`src/rtl/lift_call_register.sv`:
```
// Hall/car call latch with sensor checking and a direction-aware service FSM.
// Define LIFT_CALL_DEBOUNCE_EN to debounce every button over DEBOUNCE_CYCLES samples.
module lift_call_register #(
    parameter int N_FLOORS        = 12,
    parameter int DEBOUNCE_CYCLES = 3
) (
    input  logic                clk,
    input  logic                reset,
    input  logic [N_FLOORS-1:0] up_rqst,
    input  logic [N_FLOORS-1:0] dn_rqst,
    input  logic [N_FLOORS-1:0] flr_rqst,
    input  logic [N_FLOORS-1:0] floor_sense,
    input  logic                direction,
    input  logic                motion,
    input  logic                door_open,
    output logic [N_FLOORS-1:0] up_pend,
    output logic [N_FLOORS-1:0] dn_pend,
    output logic [N_FLOORS-1:0] flr_pend,
    output logic [3:0]          target_floor,
    output logic                target_valid,
    output logic [1:0]          svc_state,
    output logic                sensor_err
);

    typedef enum logic [1:0] {
        IDLE     = 2'b00,
        SERVE_UP = 2'b01,
        SERVE_DN = 2'b10
    } state_t;

    if (N_FLOORS < 2 || N_FLOORS > 16 ||
        DEBOUNCE_CYCLES < 1 || DEBOUNCE_CYCLES > 5) begin : g_bad_cfg
        $error("lift_call_register: parameter out of range");
    end

    state_t              state;
    state_t              state_n;
    logic [N_FLOORS-1:0] up_in;
    logic [N_FLOORS-1:0] dn_in;
    logic [N_FLOORS-1:0] up_set;
    logic [N_FLOORS-1:0] dn_set;
    logic [N_FLOORS-1:0] flr_set;
    logic [N_FLOORS-1:0] up_clr;
    logic [N_FLOORS-1:0] dn_clr;
    logic [N_FLOORS-1:0] flr_clr;
    logic [N_FLOORS-1:0] any_pend;
    logic [3:0]          cur;
    logic                sense_ok;
    logic                above;
    logic                below;
    logic                here;
    logic                others;
    logic                serve;
    logic [3:0]          tgt_n;
    logic                tval_n;
    logic                found;

    // Top-floor up and bottom-floor down buttons do not exist.
    always_comb begin
        up_in               = up_rqst;
        up_in[N_FLOORS-1]   = 1'b0;
        dn_in               = dn_rqst;
        dn_in[0]            = 1'b0;
    end

`ifdef LIFT_CALL_DEBOUNCE_EN
    localparam logic [2:0] DMAX = 3'(DEBOUNCE_CYCLES);

    logic [2:0] up_cnt  [N_FLOORS];
    logic [2:0] dn_cnt  [N_FLOORS];
    logic [2:0] flr_cnt [N_FLOORS];

    function automatic logic [2:0] cnt_next(
        input logic       hit,
        input logic [2:0] c
    );
        if (!hit) return 3'd0;
        if (c == DMAX) return DMAX;
        return c + 3'd1;
    endfunction

    always_ff @(posedge clk) begin
        for (int i = 0; i < N_FLOORS; i++) begin
            if (!reset) begin
                up_cnt[i]  <= 3'd0;
                dn_cnt[i]  <= 3'd0;
                flr_cnt[i] <= 3'd0;
            end else begin
                up_cnt[i]  <= cnt_next(up_in[i], up_cnt[i]);
                dn_cnt[i]  <= cnt_next(dn_in[i], dn_cnt[i]);
                flr_cnt[i] <= cnt_next(flr_rqst[i], flr_cnt[i]);
            end
        end
    end

    // Set fires only on the sample that brings the count up to DMAX.
    always_comb begin
        up_set  = '0;
        dn_set  = '0;
        flr_set = '0;
        for (int i = 0; i < N_FLOORS; i++) begin
            up_set[i]  = up_in[i] && (up_cnt[i] == DMAX - 3'd1);
            dn_set[i]  = dn_in[i] && (dn_cnt[i] == DMAX - 3'd1);
            flr_set[i] = flr_rqst[i] && (flr_cnt[i] == DMAX - 3'd1);
        end
    end
`else
    assign up_set  = up_in;
    assign dn_set  = dn_in;
    assign flr_set = flr_rqst;
`endif

    assign sense_ok = $onehot(floor_sense);
    assign any_pend = up_pend | dn_pend | flr_pend;
    assign here     = |(any_pend & floor_sense);
    assign others   = |(any_pend & ~floor_sense);
    assign serve    = sense_ok && door_open && !motion;

    always_comb begin
        cur   = 4'd0;
        above = 1'b0;
        below = 1'b0;
        for (int i = 0; i < N_FLOORS; i++) begin
            if (floor_sense[i]) cur = 4'(i);
        end
        for (int i = 0; i < N_FLOORS; i++) begin
            if (4'(i) > cur && any_pend[i]) above = 1'b1;
            if (4'(i) < cur && any_pend[i]) below = 1'b1;
        end
    end

    // With no other call anywhere both hall directions at this floor are done.
    always_comb begin
        flr_clr = '0;
        up_clr  = '0;
        dn_clr  = '0;
        if (serve) begin
            flr_clr = floor_sense;
            if (direction || !others) up_clr = floor_sense;
            if (!direction || !others) dn_clr = floor_sense;
        end
    end

    always_ff @(posedge clk) begin
        if (!reset) begin
            up_pend    <= '0;
            dn_pend    <= '0;
            flr_pend   <= '0;
            sensor_err <= 1'b0;
        end else begin
            up_pend    <= (up_pend | up_set) & ~up_clr;
            dn_pend    <= (dn_pend | dn_set) & ~dn_clr;
            flr_pend   <= (flr_pend | flr_set) & ~flr_clr;
            sensor_err <= sensor_err | !sense_ok;
        end
    end

    always_ff @(posedge clk) begin
        if (!reset) begin
            state        <= IDLE;
            target_floor <= 4'd0;
            target_valid <= 1'b0;
        end else begin
            state        <= state_n;
            target_floor <= tgt_n;
            target_valid <= tval_n;
        end
    end

    always_comb begin
        state_n = state;
        if (sense_ok) begin
            case (state)
                IDLE: begin
                    if (above) state_n = SERVE_UP;
                    else if (below) state_n = SERVE_DN;
                end
                SERVE_UP: begin
                    if (!(|any_pend)) state_n = IDLE;
                    else if (!above && !here && below) state_n = SERVE_DN;
                end
                SERVE_DN: begin
                    if (!(|any_pend)) state_n = IDLE;
                    else if (!below && !here && above) state_n = SERVE_UP;
                end
                default: state_n = IDLE;
            endcase
        end
    end

    // Ascending/descending scans leave the nearest match in tgt_n.
    always_comb begin
        tgt_n  = target_floor;
        tval_n = target_valid;
        found  = 1'b0;
        if (sense_ok) begin
            tval_n = (state_n != IDLE);
            case (state_n)
                SERVE_UP: begin
                    for (int i = N_FLOORS - 1; i >= 0; i--) begin
                        if (4'(i) >= cur && (up_pend[i] || flr_pend[i])) begin
                            tgt_n = 4'(i);
                            found = 1'b1;
                        end
                    end
                    if (!found) begin
                        for (int i = 0; i < N_FLOORS; i++) begin
                            if (dn_pend[i]) tgt_n = 4'(i);
                        end
                    end
                end
                SERVE_DN: begin
                    for (int i = 0; i < N_FLOORS; i++) begin
                        if (4'(i) <= cur && (dn_pend[i] || flr_pend[i])) begin
                            tgt_n = 4'(i);
                            found = 1'b1;
                        end
                    end
                    if (!found) begin
                        for (int i = N_FLOORS - 1; i >= 0; i--) begin
                            if (up_pend[i]) tgt_n = 4'(i);
                        end
                    end
                end
                default: ;
            endcase
        end
    end

    assign svc_state = state;

endmodule

```
`config.mk`:
```
export PLATFORM = sky130hd
export DESIGN_NAME = lift_call_register
export DESIGN_NICKNAME = d
export VERILOG_FILES = /design/src/rtl/lift_call_register.sv
export SDC_FILE = /design/constraint.sdc
export NUM_CORES = 1
export LEC_CHECK = 0
export BUFFER_PORTS_ARGS = -buffer_cell sky130_fd_sc_hd__buf_2
export CORE_MARGIN = 2
export CORE_UTILIZATION = 35
export CTS_BUF_LIST = sky130_fd_sc_hd__clkbuf_8
export DETAILED_ROUTE_END_ITERATION = 10
export PLACE_DENSITY = 0.69
export SLEW_MARGIN = 20
export SYNTH_ARGS = -nofsm -noshare
export SYNTH_HDL_FRONTEND = slang
export SYNTH_SLANG_ARGS = --single-unit
```
`constraint.sdc`:
```
create_clock -name clk -period 6.1 [get_ports clk]
set_clock_uncertainty 0.05 [all_clocks]
set_input_delay 1.22 -clock clk [delete_from_list [all_inputs] [get_ports clk]]
set_output_delay 1.22 -clock clk [all_outputs]
set_load 0.02 [all_outputs]
```
==> run metrics <==
Reg clk slew, reported paths=approximately 0.1 ns; GR Overflow Total=0; CP startpoint kind=primary input; core footprint=just over 0.01 mm²; final slew viol count=0; WL/cell=roughly 21 µm; drt first pass iters=5; Worst-Skew Late Latency=roughly 0.3 ns; most common cell after layout, fill and taps aside=buf_2; Iteration-0 DRC Markers=298; Worst EP arrival=a little over 6 ns; Port Buffers=94; most frequent cells in the layout=94 x buf_2, 54 x o21ai_0, 44 x dfxtp_1; Syn-to-layout area delta=17.8%; Hold Crit Class=register to register; CTS max path bufs=2; Max-Slew Margin vs Limit=a little under a quarter; io pins=97; final net count=approximately 620; Final period util=between 90% and 100%; total die area=between 0.01 and 0.015 mm²; CTS Buf Count=5; register area share after synthesis=between 20 and 25%; final hold vios=0; initial antenna violation count=0; run status=completed; Synth Area in Adders=5.91%; CTS tree=done; first-pass GRT wire length=approximately 23,000 µm; average size of a mapped cell=7.70 µm²; CTS root buffer=clkbuf_8; Die Ht=about 110 µm; R2R depth=12; DP HPWL=approximately 11,000 µm; Die Wd=roughly 110 µm; unrepaired setup endpoints after global routing=yes; Layout Utilization=a little over two fifths; largest family of logic cells by synthesized area=compound AO/OA/AOI/OAI gates; placed insts=684; Worst IR Drop VDD=roughly 0.00013 V; Post-DRT Antenna Nets=0; layout cells sized above 1=roughly 28%; htree depth=2; CP max FO=3; Tot GR Track Use=approximately 26%; leakage=between 1.5 and 2 nW; Syn Std Cell Area=roughly 0.0036 mm²; DP Area=around 0.0042 mm²; final worst path period need=about 6 ns; largest net degree at the start of global routing=46; # hold bufs at CTS=0; Max-cap violations=0; PD cells=about 260 mW/mm²; syn_nets=between 500 and 600; Post-Route WL=~15,000 µm; number of synthesized flops with an enable pin=0; Finished Cell Area=0.00429 mm²; vias in the first global route=around 4,300; multiplexer area fraction after synthesis=0%; DRC Markers=0; Highest Signal Layer=met4; Rows=37; via count=about 4,300; final setup margin=approximately 0.12 ns; Post-Layout Cell Count=just under 700; CP Data Required Time=6.25 ns; hold path cells=1; post-synthesis cell count=around 470; number of inserted diodes=0; # setup viols final=0; simple-gate area share of the yosys netlist=between 20 and 25%; ys async rst share=0%; Starting Density=between 30% and 40%; Setup Crit Path Kind=primary input to register; Yosys Warn Count=0; Synth Area in Compound Gates=38.9%; max frequency=167 MHz; DR WL met2=~6700 µm; gpl congestion=0.906; vias per inst=around 6.3; Place WS=-0.290 ns; clk sink count=44; Yosys cell types=64; Met3 Wirelength=around 1000 µm; worst-margin pin slew=about 1.1 ns; Worst setup EP type=register; DRT met1 WL=6180 µm; Post-synth top flop=dfxtp_1; post-synthesis xor/xnor area fraction=0%; Synth Register Bits=44
## per-layer routing
| metal | vias to the layer above | GRT usage, % |
|---|---|---|
| li1 | 1993 | - |
| met2 | 242 | 42.5 |
| met3 | 50 | 3.19 |
| met5 | - | 0 |
| met4 | 0 | 11.7 |
| met1 | 2058 | 33.6 |
## cell usage after synthesis, types with 7 or more instances
library cell	count	area share, %
clkbuf_8	8	3.0
o21ai_0	54	7.4
inv_1	25	2.6
nor3_1	22	3.0
o31ai_1	16	3.3
o22ai_1	12	2.1
dfxtp_1	44	24
nand2_1	25	2.6
a21oi_1	34	4.7
o2111ai_1	7	1.7
nor4_1	13	2.2
a31oi_1	29	5.0
fa_1	7	3.8
clkbuf_1	23	2.4
nor2_1	41	4.2
nand3_1	9	1.2
## registers in the layout, indices dropped and copies added, names as in the netlist
register      cells
dn_pend          12
flr_pend         12
sensor_err        1
svc_state         2
target_floor      4
target_valid      1
up_pend          12
## final timing paths
| check | from | endpoint | slack (ns) |
|---|---|---|---|
| setup reg to reg | dn_pend[6] | target_floor[3] | 2.06 |
| setup / recovery | floor_sense[3] | target_floor[3] | 0.12 |
| hold / removal | sensor_err | sensor_err | 0.42 |
| hold reg to reg | sensor_err | sensor_err | 0.42 |
## cell type report
| cell class | count | area (µm²) |
|---|---|---|
| inverters | 25 | 93.8 |
| multi-input cells | 367 | 2420 |
| clock inverters | 3 | 16.3 |
| fillers | 1096 | 5940 |
| well taps | 136 | 170 |
| repair buffers | 114 | 633 |
| flip-flops and latches | 44 | 881 |
| clock buffers | 5 | 68.8 |
## power breakdown
| group | switching, W | total (W) | internal, W |
|---|---|---|---|
| sequential | 0.0000720 | 0.000392 | 0.000320 |
| clock | 0.000109 | 0.000188 | 0.0000789 |
| combinational | 0.000301 | 0.000518 | 0.000218 |
## logic make-up (layout without fill, tap and decap cells)
kind of cell	Yosys count	after routing
compound gates	211	211
fa+ha+maj	13	13
buf+inv	62	147
flops	44	44
simple gates	143	143
## critical path, cell delays in order
cell and delay [ns]:
buf_2 0.11, fa_1 0.52, fa_1 0.52, inv_1 0.05, fa_1 0.45, fa_1 0.49, inv_1 0.04, ha_2 0.16
inv_1 0.07, fa_2 0.44, nand2_2 0.10, a211oi_4 0.06, and2_4 0.17, buf_4 0.13, buf_4 0.12, a21oi_1 0.26
a31o_2 0.16, ha_2 0.21, inv_2 0.05, or3_4 0.38, a41oi_2 0.16, o31ai_1 0.09, and2_1 0.15
## through the flow
stage                     setup TNS (ns)  total power [W]  hold WS [ns]
final                                  0          0.00110         0.418
after CTS                              0          0.00108         0.421
after global placement            -0.409         0.000880         0.392
after global routing             -0.0833          0.00117         0.449
after detailed placement          -0.705         0.000897         0.398
after floorplan                        0         0.000709         0.508
## repair_timing
| item | 4_1_cts | 5_1_grt |
|---|---|---|
| buffers inserted | 0 | 2 |
| gates resized for setup | 0 | 8 |
| setup endpoints to repair | 0 | 4 |
(Power assumes the default switching activity.)
